$ cat src/rtl/seven_seg_scan_ctrl.sv
// Four-digit common-anode seven-segment scan controller.
// Cycles through digits 0..3 with a blanking gap at the start of each slot,
// decodes BCD to glyphs, and swaps in new values only at frame boundaries.
module seven_seg_scan_ctrl #(
  parameter int SCAN_DIV  = 50000,
  parameter int BLANK_CYC = 16
) (
  input  logic        clk,
  input  logic        rst_n,
  input  logic        en,
  input  logic        load,
  input  logic [15:0] bcd_in,
  input  logic [3:0]  dp_sel,
  input  logic        lz_blank,
  output logic        upd_ack,
  output logic        frame_tick,
  output logic [3:0]  an,
  output logic [7:0]  seg
);

  localparam int            CW        = (SCAN_DIV > 2) ? $clog2(SCAN_DIV) : 1;
  localparam logic [CW-1:0] CNT_LAST  = CW'(SCAN_DIV - 1);
  localparam logic [CW-1:0] CNT_BLANK = CW'(BLANK_CYC);

  logic [CW-1:0] cnt_q, cnt_d;
  logic [1:0]    idx_q, idx_d;
  logic [15:0]   bcd_act_q, bcd_act_d, bcd_pnd_q, bcd_pnd_d;
  logic [3:0]    dp_act_q, dp_act_d, dp_pnd_q, dp_pnd_d;
  logic          lz_act_q, lz_act_d, lz_pnd_q, lz_pnd_d;
  logic          pnd_flag_q, pnd_flag_d;
  logic          upd_ack_q, upd_ack_d;
  logic          frame_tick_q, frame_tick_d;
  logic [3:0]    an_q, an_d;
  logic [7:0]    seg_q, seg_d;

  logic          wrap, last_slot, xfer;
  logic [3:0]    digit;
  logic [3:0]    lz_mask;

  // Active-low g..a pattern; non-BCD codes show a dash.
  function automatic logic [6:0] glyph(input logic [3:0] code);
    case (code)
      4'd0:    glyph = 7'b1000000;
      4'd1:    glyph = 7'b1111001;
      4'd2:    glyph = 7'b0100100;
      4'd3:    glyph = 7'b0110000;
      4'd4:    glyph = 7'b0011001;
      4'd5:    glyph = 7'b0010010;
      4'd6:    glyph = 7'b0000010;
      4'd7:    glyph = 7'b1011000;
      4'd8:    glyph = 7'b0000000;
      4'd9:    glyph = 7'b0010000;
      default: glyph = 7'b0111111;
    endcase
  endfunction

  // Scan timing: slot counter, digit index and frame boundary detection.
  always_comb begin
    wrap      = en && (cnt_q == CNT_LAST);
    last_slot = wrap && (idx_q == 2'd3);
    cnt_d     = '0;
    idx_d     = '0;
    if (en) begin
      cnt_d = wrap ? '0 : cnt_q + CW'(1);
      idx_d = wrap ? idx_q + 2'd1 : idx_q;
    end
    frame_tick_d = last_slot;
  end

  // Pending/active double buffer; while disabled there is no frame to wait for.
  always_comb begin
    xfer       = pnd_flag_q && (en ? last_slot : 1'b1);
    bcd_pnd_d  = load ? bcd_in   : bcd_pnd_q;
    dp_pnd_d   = load ? dp_sel   : dp_pnd_q;
    lz_pnd_d   = load ? lz_blank : lz_pnd_q;
    pnd_flag_d = load | (pnd_flag_q & ~xfer);
    bcd_act_d  = xfer ? bcd_pnd_q : bcd_act_q;
    dp_act_d   = xfer ? dp_pnd_q  : dp_act_q;
    lz_act_d   = xfer ? lz_pnd_q  : lz_act_q;
    upd_ack_d  = xfer;
  end

  // Leading-zero mask: a digit blanks when it and everything to its left is zero.
  always_comb begin
    lz_mask[3] = (bcd_act_q[15:12] == 4'd0);
    lz_mask[2] = lz_mask[3] && (bcd_act_q[11:8] == 4'd0);
    lz_mask[1] = lz_mask[2] && (bcd_act_q[7:4] == 4'd0);
    lz_mask[0] = 1'b0;
  end

  // Anode/segment drive for the current slot, registered one cycle later.
  always_comb begin
    digit = bcd_act_q[{idx_q, 2'b00} +: 4];
    an_d  = 4'hF;
    seg_d = 8'hFF;
    if (en && (cnt_q >= CNT_BLANK)) begin
      an_d       = ~(4'b0001 << idx_q);
      seg_d[7]   = ~dp_act_q[idx_q];
      seg_d[6:0] = (lz_act_q && lz_mask[idx_q]) ? 7'h7F : glyph(digit);
    end
  end

  // State registers; reset drops any pending update without acknowledging it.
  always_ff @(posedge clk or negedge rst_n) begin
    if (!rst_n) begin
      cnt_q        <= '0;
      idx_q        <= '0;
      bcd_act_q    <= '0;
      dp_act_q     <= '0;
      lz_act_q     <= 1'b0;
      bcd_pnd_q    <= '0;
      dp_pnd_q     <= '0;
      lz_pnd_q     <= 1'b0;
      pnd_flag_q   <= 1'b0;
      upd_ack_q    <= 1'b0;
      frame_tick_q <= 1'b0;
      an_q         <= 4'hF;
      seg_q        <= 8'hFF;
    end else begin
      cnt_q        <= cnt_d;
      idx_q        <= idx_d;
      bcd_act_q    <= bcd_act_d;
      dp_act_q     <= dp_act_d;
      lz_act_q     <= lz_act_d;
      bcd_pnd_q    <= bcd_pnd_d;
      dp_pnd_q     <= dp_pnd_d;
      lz_pnd_q     <= lz_pnd_d;
      pnd_flag_q   <= pnd_flag_d;
      upd_ack_q    <= upd_ack_d;
      frame_tick_q <= frame_tick_d;
      an_q         <= an_d;
      seg_q        <= seg_d;
    end
  end

  assign upd_ack    = upd_ack_q;
  assign frame_tick = frame_tick_q;
  assign an         = an_q;
  assign seg        = seg_q;

endmodule
$ cat config.mk
export PLATFORM = sky130hd
export DESIGN_NAME = seven_seg_scan_ctrl
export DESIGN_NICKNAME = d
export VERILOG_FILES = /design/src/rtl/seven_seg_scan_ctrl.sv
export SDC_FILE = /design/constraint.sdc
export NUM_CORES = 1
export LEC_CHECK = 0
export ABC_AREA = 1
export CAP_MARGIN = 40
export CELL_PAD_IN_SITES_DETAIL_PLACEMENT = 1
export CELL_PAD_IN_SITES_GLOBAL_PLACEMENT = 1
export CORE_ASPECT_RATIO = 0.7
export CORE_UTILIZATION = 43
export DETAILED_ROUTE_END_ITERATION = 12
export GPL_ROUTABILITY_DRIVEN = 0
export PLACE_DENSITY = 0.76
export SETUP_SLACK_MARGIN = 0.5
export SYNTH_ARGS = -nofsm -noshare
export SYNTH_HDL_FRONTEND = slang
export SYNTH_SLANG_ARGS = --single-unit
$ cat constraint.sdc
create_clock -name clk -period 1.8 [get_ports clk]
set_input_delay 0.18 -clock clk [delete_from_list [all_inputs] [get_ports clk]]
set_output_delay 0.18 -clock clk [all_outputs]
set_load 0.02 [all_outputs]
==> metrics.txt <==
post-synthesis sequential area ratio=54.37%; DR vias=3328; reg2reg end=bcd_act_q[0]$_DFFE_PN0P_; htree depth=3; Final #Nets=506; fmax=about 0.55 GHz; TritonCTS Buffers=9; TNS Setup=-26.59 ps; Worst Max-Slew Pin Slew=a little under 500 ps; failing checks=setup timing; DP Cell Count=508; DR WL/cell=approximately 25 um; synthesized area per cell=approximately 9.4 um^2; pwr dens=900.2 nW/um^2; row count=27; Pins Over Slew Limit=0; most frequent cells in the layout=65 x nand2_1, 58 x dfrtp_1, 35 x buf_4; min-delay worst type=in2async; Util after Layout=around 68%; fill count=825; Crit path max-delay family=simple AND/OR/NAND/NOR gates; Peak VDD IR=between 0.5 and 0.6 mV; Total Routing Usage GR=between 30 and 40%; top cells by area, synth=dfrtp_1 45%, nand2_1 10%, dfstp_2 9.1%, nand3_1 6.9%, mux2_2 6.8%; clk slew on worst S/H paths=~60 ps; layout cells sized above 1=49.16%; Max stage delay on crit path=420 ps; I/O pins=39; WP data arrival=2040 ps; uppermost layer routed=met4; DRT iter0 DRCs=roughly 170; crit end category=flop; RSZ-0062 raised after global routing=true; max_slew headroom=~67%; Worst-Skew Late Latency=350 ps; WL met1=approximately 5.7 mm; Initial Util=44.40%; met3 wire length=857 um; Reg-to-Reg Start=cnt_q[5]$_DFF_PN0_; area leader, netlist=dfrtp_1; period utilization=101.5%; Port Buffer Count=38; first drt pass iteration count=5; worst hold slack=just over 400 ps; Worst setup SP type=flop; vias in the first global route=between 3000 and 4000; Met2 Wirelength=between 6 and 7 mm; CTS sink count=75; final WL=roughly 14 mm; syn nets=between 400 and 500; maxcap violations=0; overall power=~4.8 mW; Post-Syn Instances=372; P&R area growth vs syn=52.54%; worst reg-to-reg path cell count=9; Core Region=about 7800 um^2; # diodes=0; crit-path cells=nor2_2, nand2_2, nor2_4, nand2_4, o21bai_4, buf_12, nand2_4, nand2_1, nand2_1; ys flop type=dfrtp_1; Setup Crit Path Kind=reg2reg; grt total ovfl=0; antenna-violating nets left=0; first-pass GRT wire length=around 19 mm; die area=~8500 um^2; top-area cell type share of the netlist area=45.31%; Non-Filler Instances=~580; largest net degree at the start of global routing=76; setup violators final=1; Crit Path Max Fanout=11; Vias per Instance=5.768; final hold violation count=0; CTS tree=done; residual DRC count=0; Yosys Warn Count=0; WP data required=2020 ps; clk_skew=between 7 and 8 ps; DIE WIDTH=about 110 um; worst setup slack for register-to-register paths=-30 ps; outcome=complete, but fails checks; clk root buf=clkbuf_16; final worst slack=-26.59 ps; DP HPWL=~5.6 mm; Post-synth EDFFs=0; clock buffer depth=2; CP bufs+invs=1; initial antenna violation count=0; commonest non-fill, non-tap cell in the layout=nand2_1; Yosys cell types=33; post-synthesis cell area=between 3000 and 4000 um^2; Final min period=between 1500 and 2000 ps; leak pwr=2.401 nW; CP max stage cell=dfrtp_1; Die H=77.26 um; Seq cells post-synth=75; async set or reset register ratio after synthesis=100.0%
## worst register-to-register path: stages (launching register included)
cell      delay [ps]
dfrtp_1          420
nor2_2           170
nand2_2          110
nor2_4           170
nand2_4           80
o21bai_4         170
buf_12           170
nand2_4          130
nand2_1          170
nand2_1          110
## worst max-delay path by stage
stage / from / endpoint / slack [ps] / cells after the start
2_1_floorplan: cnt_q[0]$_DFF_PN0_ / bcd_act_q[12]$_DFFE_PN0P_ / 330 / 9
3_3_place_gp: cnt_q[0]$_DFF_PN0_ / bcd_act_q[12]$_DFFE_PN0P_ / 210 / 8
3_5_place_dp: cnt_q[0]$_DFF_PN0_ / bcd_act_q[15]$_DFFE_PN0P_ / 180 / 8
4_1_cts: cnt_q[0]$_DFF_PN0_ / dp_act_q[3]$_DFFE_PN0P_ / 250 / 10
5_1_grt: cnt_q[5]$_DFF_PN0_ / bcd_act_q[0]$_DFFE_PN0P_ / -20 / 9
6_report: cnt_q[5]$_DFF_PN0_ / bcd_act_q[0]$_DFFE_PN0P_ / -30 / 9
## layer usage
metal / up-vias / track usage (%)
met3: 60 / 7.653
met2: 173 / 48.68
met1: 1690 / 38.93
li1: 1405 / -
met4: 0 / 13.73
met5: - / 0
## through the flow
stage,setup slack (ps),area (um^2)
6_report,-26.59,5308
5_1_grt,-17.35,5308
3_3_place_gp,211.5,4033
2_1_floorplan,329.2,3546
3_5_place_dp,177.1,4033
4_1_cts,254.2,5026
## where the power goes
group / internal (mW) / switching, mW / leakage, nW
Combinational: 0.314 / 0.434 / 1.33
Sequential: 1.82 / 0.139 / 0.909
Clock: 1.30 / 0.778 / 0.162
Total: 3.43 / 1.35 / 2.40
## flip-flops by register name, indices dropped and copies added (netlist names)
| register | cells |
|---|---|
| idx_q | 2 |
| seg | 8 |
| frame_tick | 1 |
| an | 4 |
| cnt_q | 16 |
| dp_pnd_q | 4 |
| dp_act_q | 4 |
| bcd_pnd_q | 16 |
| bcd_act_q | 16 |
| lz_act_q | 1 |
| upd_ack | 1 |
| pnd_flag_q | 1 |
| lz_pnd_q | 1 |
## cell type report
type / count / area [um^2] / area share [%]
repair inverters: 2 / 15.01 / 0.2829
repair buffers: 95 / 899.6 / 16.95
clock inverters: 5 / 85.08 / 1.603
well taps: 101 / 126.4 / 2.381
clock buffers: 11 / 252.7 / 4.762
inverters: 31 / 138.9 / 2.617
multi-input cells: 257 / 1892 / 35.64
flip-flops and latches: 75 / 1898 / 35.76
## cells in the mapped netlist (2+ instances only)
master    number
inv_2          4
xor2_1         3
dfrtp_1       63
o21ai_1        3
inv_1         26
nor2_1        32
buf_6          4
buf_2          3
a21oi_1        6
nand2_1       96
nand3_1       48
o21ai_0       10
nor3_1         4
mux2_2        21
nor2_2         6
ha_1          10
nand2_2        5
dfstp_2       12
clkbuf_1       2
## what timing repair did
action | CTS | global route
resized for setup | 119 | 68
endpoints found under the hold margin | 63 | 0
pin swaps | 34 | 28
endpoints found under the setup margin | 66 | 61
setup buffers | 34 | 13
hold buffers | 1 | 0
cloned | 5 | 0
## kinds of logic after synthesis
family | synth area share (%)
adders and majority gates | 3.596
AOI/OAI and AO/OA | 4.567
buffers and inverters | 5.393
xor gates and xnor gates | 1.007
muxes | 6.796
and+or+nand+nor | 24.27
DFF | 54.37
No activity file was read; power rests on OpenSTA's default activity.
